### src/rtl/gray_bin_conv_pkg.sv
`default_nettype none
// ============================================================================
// Module      : gray_bin_conv_pkg
// Description : Shared mode encodings and bitwise Gray/binary helper functions
//               used by the Gray/binary converter and its unit-distance monitor.
// Revision    : 1.0 - initial release
// ============================================================================
package gray_bin_conv_pkg;

    // Conversion mode encodings carried on the mode input.
    localparam logic MODE_G2B = 1'b0;
    localparam logic MODE_B2G = 1'b1;

    // Widest word the helpers handle; callers zero-extend narrower words.
    localparam int unsigned MAX_WIDTH = 32;

    // Mask with the low 'width' bits set.
    function automatic logic [MAX_WIDTH-1:0] width_mask(input int unsigned width);
        if (width >= MAX_WIDTH) begin
            return '1;
        end
        return (32'd1 << width) - 32'd1;
    endfunction

    // Gray to binary: each binary bit is the XOR of all Gray bits at or above it.
    // Bits above 'width' are masked to zero so they do not disturb the prefix XOR.
    function automatic logic [MAX_WIDTH-1:0] gray2bin(input logic [MAX_WIDTH-1:0] gv,
                                                      input int unsigned width);
        logic [MAX_WIDTH-1:0] gm;
        logic [MAX_WIDTH-1:0] bv;
        gm = gv & width_mask(width);
        bv = '0;
        bv[MAX_WIDTH-1] = gm[MAX_WIDTH-1];
        for (int i = MAX_WIDTH - 2; i >= 0; i--) begin
            bv[i] = bv[i+1] ^ gm[i];
        end
        return bv;
    endfunction

    // Binary to Gray: each bit XORed with its upper neighbour.
    function automatic logic [MAX_WIDTH-1:0] bin2gray(input logic [MAX_WIDTH-1:0] bv,
                                                      input int unsigned width);
        logic [MAX_WIDTH-1:0] bm;
        bm = bv & width_mask(width);
        return bm ^ (bm >> 1);
    endfunction

    // Number of set bits; six bits hold the full 0..32 range.
    function automatic logic [5:0] popcount(input logic [MAX_WIDTH-1:0] v);
        logic [5:0] cnt;
        cnt = '0;
        for (int i = 0; i < MAX_WIDTH; i++) begin
            cnt = cnt + {5'd0, v[i]};
        end
        return cnt;
    endfunction

endpackage : gray_bin_conv_pkg
`default_nettype wire

### src/rtl/gray_bin_conv_step_mon.sv
`default_nettype none
// ============================================================================
// Module      : gray_step_mon
// Description : Unit-distance monitor for a stream of Gray-coded words. Keeps
//               the last sampled word and flags any new word whose Hamming
//               distance from it is not exactly one.
// Revision    : 1.0 - initial release
// ============================================================================
module gray_step_mon
    import gray_bin_conv_pkg::*;
#(
    parameter int WIDTH = 3
) (
    input  logic             clk,
    input  logic             rst,
    input  logic             sample,
    input  logic [WIDTH-1:0] g,
    output logic             step_bad
);

    logic [WIDTH-1:0]     r_prev;
    logic                 r_have_prev;
    logic [WIDTH-1:0]     w_diff;
    logic [MAX_WIDTH-1:0] w_diff_ext;

    assign w_diff = g ^ r_prev;

    generate
        if (WIDTH < MAX_WIDTH) begin : g_diff_pad
            assign w_diff_ext = {{(MAX_WIDTH-WIDTH){1'b0}}, w_diff};
        end else begin : g_diff_full
            assign w_diff_ext = w_diff;
        end
    endgenerate

    // A repeat (distance 0) is as wrong as a multi-bit jump; the first word has nothing to compare with.
    assign step_bad = sample && r_have_prev && (popcount(w_diff_ext) != 6'd1);

    // Remember the latest sampled word; reset forgets it so the next word is exempt.
    always_ff @(posedge clk) begin
        if (rst) begin
            r_prev      <= '0;
            r_have_prev <= 1'b0;
        end else if (sample) begin
            r_prev      <= g;
            r_have_prev <= 1'b1;
        end
    end

endmodule : gray_step_mon
`default_nettype wire

### src/rtl/gray_bin_conv.sv
`default_nettype none
// ============================================================================
// Module      : gray_bin_conv
// Description : Registered Gray-to-binary / binary-to-Gray converter with a
//               one-cycle valid pipeline and a unit-distance monitor on the
//               Gray-to-binary path.
// Revision    : 1.0 - initial release
// ============================================================================
module gray_bin_conv
    import gray_bin_conv_pkg::*;
#(
    parameter int WIDTH = 3
) (
    input  logic             clk,
    input  logic             rst,
    input  logic             in_valid,
    input  logic             mode,
    input  logic [WIDTH-1:0] g,
    output logic [WIDTH-1:0] b,
    output logic             out_valid,
    output logic             step_err
);

    logic [MAX_WIDTH-1:0] w_g_ext;
    logic [MAX_WIDTH-1:0] w_conv_ext;
    logic [WIDTH-1:0]     w_conv;
    logic                 w_mon_sample;
    logic                 w_step_bad;

    logic [WIDTH-1:0]     r_b;
    logic                 r_out_valid;
    logic                 r_step_err;

    // Widen the input to the helper width; the upper result bits are always zero.
    generate
        if (WIDTH < MAX_WIDTH) begin : g_ext_pad
            logic w_unused_hi;
            assign w_g_ext     = {{(MAX_WIDTH-WIDTH){1'b0}}, g};
            assign w_unused_hi = ^w_conv_ext[MAX_WIDTH-1:WIDTH];
        end else begin : g_ext_full
            assign w_g_ext = g;
        end
    endgenerate

    assign w_conv_ext = (mode == MODE_B2G) ? bin2gray(w_g_ext, WIDTH)
                                           : gray2bin(w_g_ext, WIDTH);
    assign w_conv     = w_conv_ext[WIDTH-1:0];

    // Only valid Gray-to-binary words feed the monitor; binary-mode words leave its history untouched.
    assign w_mon_sample = in_valid && (mode == MODE_G2B);

    gray_step_mon #(
        .WIDTH (WIDTH)
    ) u_step_mon (
        .clk      (clk),
        .rst      (rst),
        .sample   (w_mon_sample),
        .g        (g),
        .step_bad (w_step_bad)
    );

    // Output stage: capture a result on valid words, hold b otherwise; step flag only on valid cycles.
    always_ff @(posedge clk) begin
        if (rst) begin
            r_b         <= '0;
            r_out_valid <= 1'b0;
            r_step_err  <= 1'b0;
        end else begin
            r_out_valid <= in_valid;
            r_step_err  <= w_step_bad;
            if (in_valid) begin
                r_b <= w_conv;
            end
        end
    end

    assign b         = r_b;
    assign out_valid = r_out_valid;
    assign step_err  = r_step_err;

endmodule : gray_bin_conv
`default_nettype wire

### config.mk
export PLATFORM = sky130hd
export DESIGN_NAME = gray_bin_conv
export DESIGN_NICKNAME = d
export VERILOG_FILES = /design/src/rtl/gray_bin_conv_pkg.sv /design/src/rtl/gray_bin_conv_step_mon.sv /design/src/rtl/gray_bin_conv.sv
export SDC_FILE = /design/constraint.sdc
export NUM_CORES = 1
export LEC_CHECK = 0
export CAP_MARGIN = 20
export CORE_AREA = 4 4 41 43
export CTS_CLUSTER_DIAMETER = 60
export DETAILED_ROUTE_END_ITERATION = 8
export DIE_AREA = 0 0 45 47
export HOLD_SLACK_MARGIN = 0.06
export PLACE_DENSITY = 0.62
export SLEW_MARGIN = 20
export SYNTH_ARGS = -nofsm -noshare
export SYNTH_HDL_FRONTEND = slang
export SYNTH_SLANG_ARGS = --single-unit
### constraint.sdc
create_clock -name clk -period 1.5 [get_ports clk]
set_input_delay 0.3 -clock clk [delete_from_list [all_inputs] [get_ports clk]]
set_output_delay 0.3 -clock clk [all_outputs]
set_load 0.03 [all_outputs]
# [Word-level counts from Yosys, hierarchy flattened]
# Cells that the tools add are included.
[totals] mem_bits_ro=0 out_inout_bits=5 elab_cells=17 reg_bits=9 mem_bits_rw=0 memories=0 latchBits=0 inputBits=7
[classes] n_div=0 n_mux=1 n_bitwise=5 reduce_logical=3 n_eq_ne=1 n_addsub=2 shifts=0 order_cmp=0 n_mul=0
[ops] operator="$add 6x1->6" count=1
[ops] operator="$ne 6x1->1 const B" count=1
[ops] operator="$logic_and 1x1->1" count=3
[ops] operator="$mux 3" count=1
[ops] operator="$xor 3x2->3" count=1
[ops] operator="$xor 3x3->3" count=1
[ops] operator="$add 1x1->2" count=1
[ops] operator="$xor 1x1->1" count=2
[ops] operator="$not 1->1" count=1

# [Longest topological paths before layout]
# Gate-level depths: netlist of the first run.
[depth] ltp_word=5 depth_mapped=6

# [By module]
# A second synthesis of the first run with hierarchy kept.
[hier_totals] hier_cells=42 area_unflattened_um2=437.9
[by_module_without_submodules] mod="gray_step_mon" instances=1 cells_per_inst=23 seq_area_each_um2=80.1 area_each_um2=236.5
[by_module_without_submodules] mod="gray_bin_conv" instances=1 cells_per_inst=19 seq_area_each_um2=100.1 area_each_um2=201.4

# [Least setup slack after synthesis of the first run]
# Ideal clock, no wire load.
[synth_timing] path_type="register to register" startpoint="register u_step_mon.r_prev[0]" endpoint="register r_step_err, in the netlist step_err" required_time_ps=1384 setup_ps=116 synth_period_minus_slack_ps=1438 n_path_buf=0 stages_incl_launch_ff=7 path_slack_ps=62 t_arrival_ps=1322 cell_sequence="dfxtp_1 -> xor2_1 -> ha_1 -> ha_1 -> ha_1 -> nor2_1 -> a21oi_2"
[synth_between] elab_chain_cells=5
[synth_lines] item="start: declaration" line_no="gray_bin_conv_step_mon.sv:21" text="logic [WIDTH-1:0] r_prev;"
[synth_lines] item="start signal: assignment" line_no="gray_bin_conv_step_mon.sv:45" text="r_prev <= g;"
[synth_lines] item="$xor 3x3->3" line_no="gray_bin_conv_step_mon.sv:26" text="assign w_diff = g ^ r_prev;"
[synth_lines] item="$add 1x1->2" line_no="gray_bin_conv_pkg.sv:53" text="cnt = cnt + {5'd0, v[i]};"
[synth_lines] item="$add 6x1->6" line_no="gray_bin_conv_pkg.sv:53"
[synth_lines] item="$ne 6x1->1" line_no="gray_bin_conv_step_mon.sv:37" text="assign step_bad = sample && r_have_prev && (popcount(w_diff_ext) != 6'd1);"
[synth_lines] item="$logic_and 1x1->1" line_no="gray_bin_conv_step_mon.sv:37"
[synth_lines] item="end signal: assignment" line_no="gray_bin_conv.sv:70" text="r_step_err <= w_step_bad;"
[synth_lines] item="end: declaration" line_no="gray_bin_conv.sv:32" text="logic r_step_err;"
# No other way between the ends.
# A chain may end at the register's enable or synchronous reset.

# [Worst setup path after layout of the first run]
# Same ends and word-level chain as after synthesis.

==> results.md, run 1 <==
* Synthesized net count at 53
* Status: finished clean
* Residual DRC at 0
* Vias in the first global route at 316
* RSZ-0062 raised after global routing: false
* Hold WC Path Type: reg2reg
* Die ar. at approximately 2100 um2
* Worst Path Max Fanout at 2
* Clk pin slew, worst setup/hold paths at around 70 ps
* Pwr dens at roughly 880 nW/um2
* Crit path to: step_err$_SDFF_PP0_
* Tcrit/Tclk final at 94.1%
* Total clock sinks at 9
* Largest net degree at the start of global routing at 8
* Clock Tree Buf Depth at 2
* P_leak at roughly 0.31 nW
* Synth Warn # at 0
* EDFF count, synth at 0
* Critical Path Start: u_step_mon.r_prev[0]$_SDFFE_PP0N_
* Gpl congestion at between 0.7 and 0.8
* Register area at ~180 um2
* Slew HR at around four fifths
* Htree depth at 1
* FF-to-FF setup slack at between 80 and 90 ps
* CP Capture Type: flip-flop
* Most numerous cell on the critical path: ha_1
* R2R depth at 6
* Slowest cell delay on critical path at 330 ps
* Distinct cells, synth at 20
* CP Cell Sequence: xor2_2, ha_1, ha_2, ha_1, nor2_1, a21oi_2
* DRT Pass-1 Iters at 1
* Initial antenna violation count at 0
* Post-synthesis cell count at 42
* Global-route wire length before repair at 1320 um
* Final setup viols at 0
* Setup Skew at 5.16 ps
* Grt ovf at 0
* Post-Place Cells at between 70 and 80
* # rows at 13
* Post-route worst setup slack at 88.4 ps
* Worst Setup Path Type: reg2reg
* Layout cells sized above 1 at about a third
* Synth Cell Area at about 450 um2
* Antenna diodes at 0
* Drt initial violations at 0
* Post-synth top flop: dfxtp_1
* Setup crit start kind: flip-flop
* Number of synthesized register bits at 9
* Largest area contributor in the netlist: dfxtp_1
* Area contributors post-synth: dfxtp_1 40%, mux2i_1 8.8%, ha_1 8.3%, xor2_1 5.8%, nor2_1 5.0%
* Root Buffer: clkbuf_4
* Die width at roughly 45 um
* Via density at roughly 4.3
* Pre-CTS setup slack at -445 ps
* Skew-Pair Late Insertion Delay at 260 ps
* Fillers at roughly 140
* R2r endpoint: step_err$_SDFF_PP0_
* Max_cap viols at 0
* IO buf count at 11
* Sequential area share after synthesis at roughly two fifths
* Final nets at 75
* Drt total wl at 780 um
* Io pins at 12
* Worst hold slack at 448 ps
* Initial Util at 34.9%
* Ys async rst share at 0%
* Aggregate global-route resource usage at under 10%
* Worst-margin pin slew at 311 ps
* Util after Layout at 51.0%
* Core Area at around 1300 um2
* Slew Limit Fails at 0
* Synth top area share at slightly below 40%
* Count leader, synth: dfxtp_1
* WL/cell at around 10 um
* Data arrival time of the worst path at between 1500 and 2000 ps
* Critical path's slowest cell: dfxtp_2
* FMAX at 708 MHz
* Worst R2R Start: u_step_mon.r_prev[0]$_SDFFE_PP0N_
* Final total power at a little under 600 uW
* CTS buffer count at 3
* CP required at roughly 1700 ps
* Max IR drop VDD at around 0.37 mV
* Syn avg cell area at about 11 um2
* Final hold vios at 0
* Multi-input logic area at around 270 um2
* Minimum clock period at between 1000 and 1500 ps
* Area grow syn2layout at 46.0%
* Post-CTS Setup Bufs at 0
* Finished Layout Cells at slightly below 80
* CTS tree: built
* Post-synth top cells: 9 x dfxtp_1, 6 x nor2_1, 4 x mux2i_1
* Routed Antenna Nets at 0
* Die height at 47 um
* Detailed-route via count at ~330
-- logic make-up (layout without fill, tap and decap cells) --
logic type | Yosys count | count (layout) | share of synthesized area [%]
adder cells (fa/ha/maj) | 4 | 4 | 12.7
flip-flops | 9 | 9 | 39.7
XOR/XNOR | 5 | 5 | 9.64
buffers and inverters | 4 | 25 | 5.23
AO/OA/AOI/OAI | 5 | 5 | 9.92
AND/OR/NAND/NOR | 11 | 11 | 14.1
multiplexers | 4 | 4 | 8.82
-- power breakdown --
part           switching [mW]  internal, mW
clock                  0.0849         0.102
sequential            0.00692         0.253
combinational          0.0678        0.0698
-- worst min path at each step --
stage,from,end,slack [ps],cells after the start
6_report,u_step_mon.r_have_prev$_SDFFE_PP0N_,u_step_mon.r_have_prev$_SDFFE_PP0N_,450,2
5_1_grt,u_step_mon.r_have_prev$_SDFFE_PP0N_,u_step_mon.r_have_prev$_SDFFE_PP0N_,490,2
4_1_cts,u_step_mon.r_have_prev$_SDFFE_PP0N_,u_step_mon.r_have_prev$_SDFFE_PP0N_,450,2
3_5_place_dp,u_step_mon.r_have_prev$_SDFFE_PP0N_,u_step_mon.r_have_prev$_SDFFE_PP0N_,440,2
3_3_place_gp,u_step_mon.r_have_prev$_SDFFE_PP0N_,u_step_mon.r_have_prev$_SDFFE_PP0N_,430,2
2_1_floorplan,in_valid,b[1]$_SDFFE_PP0P_,390,1
-- critical path: cells and delay by family, from the launching register on --
family / cells / cell delay, ps
adder cells (fa/ha/maj): 3 / 630
flip-flops: 1 / 330
XOR/XNOR: 1 / 170
AND/OR/NAND/NOR: 1 / 110
AO/OA/AOI/OAI: 1 / 60
-- registers in the layout (all words and copies together), names as in the netlist --
signal,flops
u_step_mon.r_prev,3
out_valid,1
u_step_mon.r_have_prev,1
step_err,1
b,3
-- placed cells by master, fill, tap and decap left out --
cell type        netlist  layout
a21oi_2                1       1
clkdlybuf4s50_1        0       3
ha_2                   0       1
dfxtp_2                0       2
o21ai_2                1       1
xor2_2                 0       2
nor2_1                 6       6
ha_1                   3       2
dfxtp_1                9       7
fa_1                   1       1
xnor2_1                2       2
o221ai_2               1       1
xor2_1                 3       1
a21oi_1                1       1
inv_1                  2       2
buf_4                  0       8
a211oi_1               1       1
and2b_4                1       1
nand2b_1               1       1
mux2i_1                4       4
nand2b_2               1       1
nand4b_1               1       1
nand3b_1               1       1
dlygate4sd2_1          0       8
clkbuf_4               0       3
clkbuf_1               0       1
-- per-stage QoR --
step	TNS (ps)	area, um2
final	0	663
after detailed placement	-445	627
after CTS	0	651
after floorplan	0	454
after global placement	-414	627
after global routing	0	663
-- timing repair --
action / in CTS / in global routing
hold endpoints to repair: 0 / 0
endpoints found under the setup margin: 6 / 1
hold buffers: 0 / 0
gates resized for setup: 9 / 4
pin swaps: 4 / 2
-- per-layer routing --
metal / up-vias / share of wire [%] / GRT usage, %
li1: 179 / - / -
met1: 144 / 47 / 11.2
met2: 10 / 45 / 13.3
met3: 0 / 8.2 / 2.68
met4: 0 / 0 / 5.26
met5: - / 0 / 0
-- layout make-up --
class	count	share of cell area, %
Clock buffer	4	3.96
Timing Repair Buffer	19	24.2
Tap cell	15	2.83
Sequential cell	9	27.5
Inverter	2	1.13
Multi-Input combinational cell	29	40.4
Power figures use the tool's default switching activity.
==> run 2: changes to the inputs <==
--- a/config.mk
+++ b/config.mk
@@ -5,7 +5,6 @@
 export SDC_FILE = /design/constraint.sdc
 export NUM_CORES = 1
 export LEC_CHECK = 0
-export CAP_MARGIN = 20
 export CORE_AREA = 4 4 41 43
 export CTS_CLUSTER_DIAMETER = 60
 export DETAILED_ROUTE_END_ITERATION = 8
==> results of run 2 <==
No change in the layout: final DEF, timing and power equal those of run 1.
==> run 3: changes to the inputs <==
--- a/config.mk
+++ b/config.mk
@@ -5,6 +5,7 @@
 export SDC_FILE = /design/constraint.sdc
 export NUM_CORES = 1
 export LEC_CHECK = 0
+export CAP_MARGIN = 25
 export CORE_AREA = 4 4 41 43
 export CTS_CLUSTER_DIAMETER = 60
 export DETAILED_ROUTE_END_ITERATION = 8
==> results of run 3 <==
No change in the layout: final DEF, timing and power equal those of run 1.
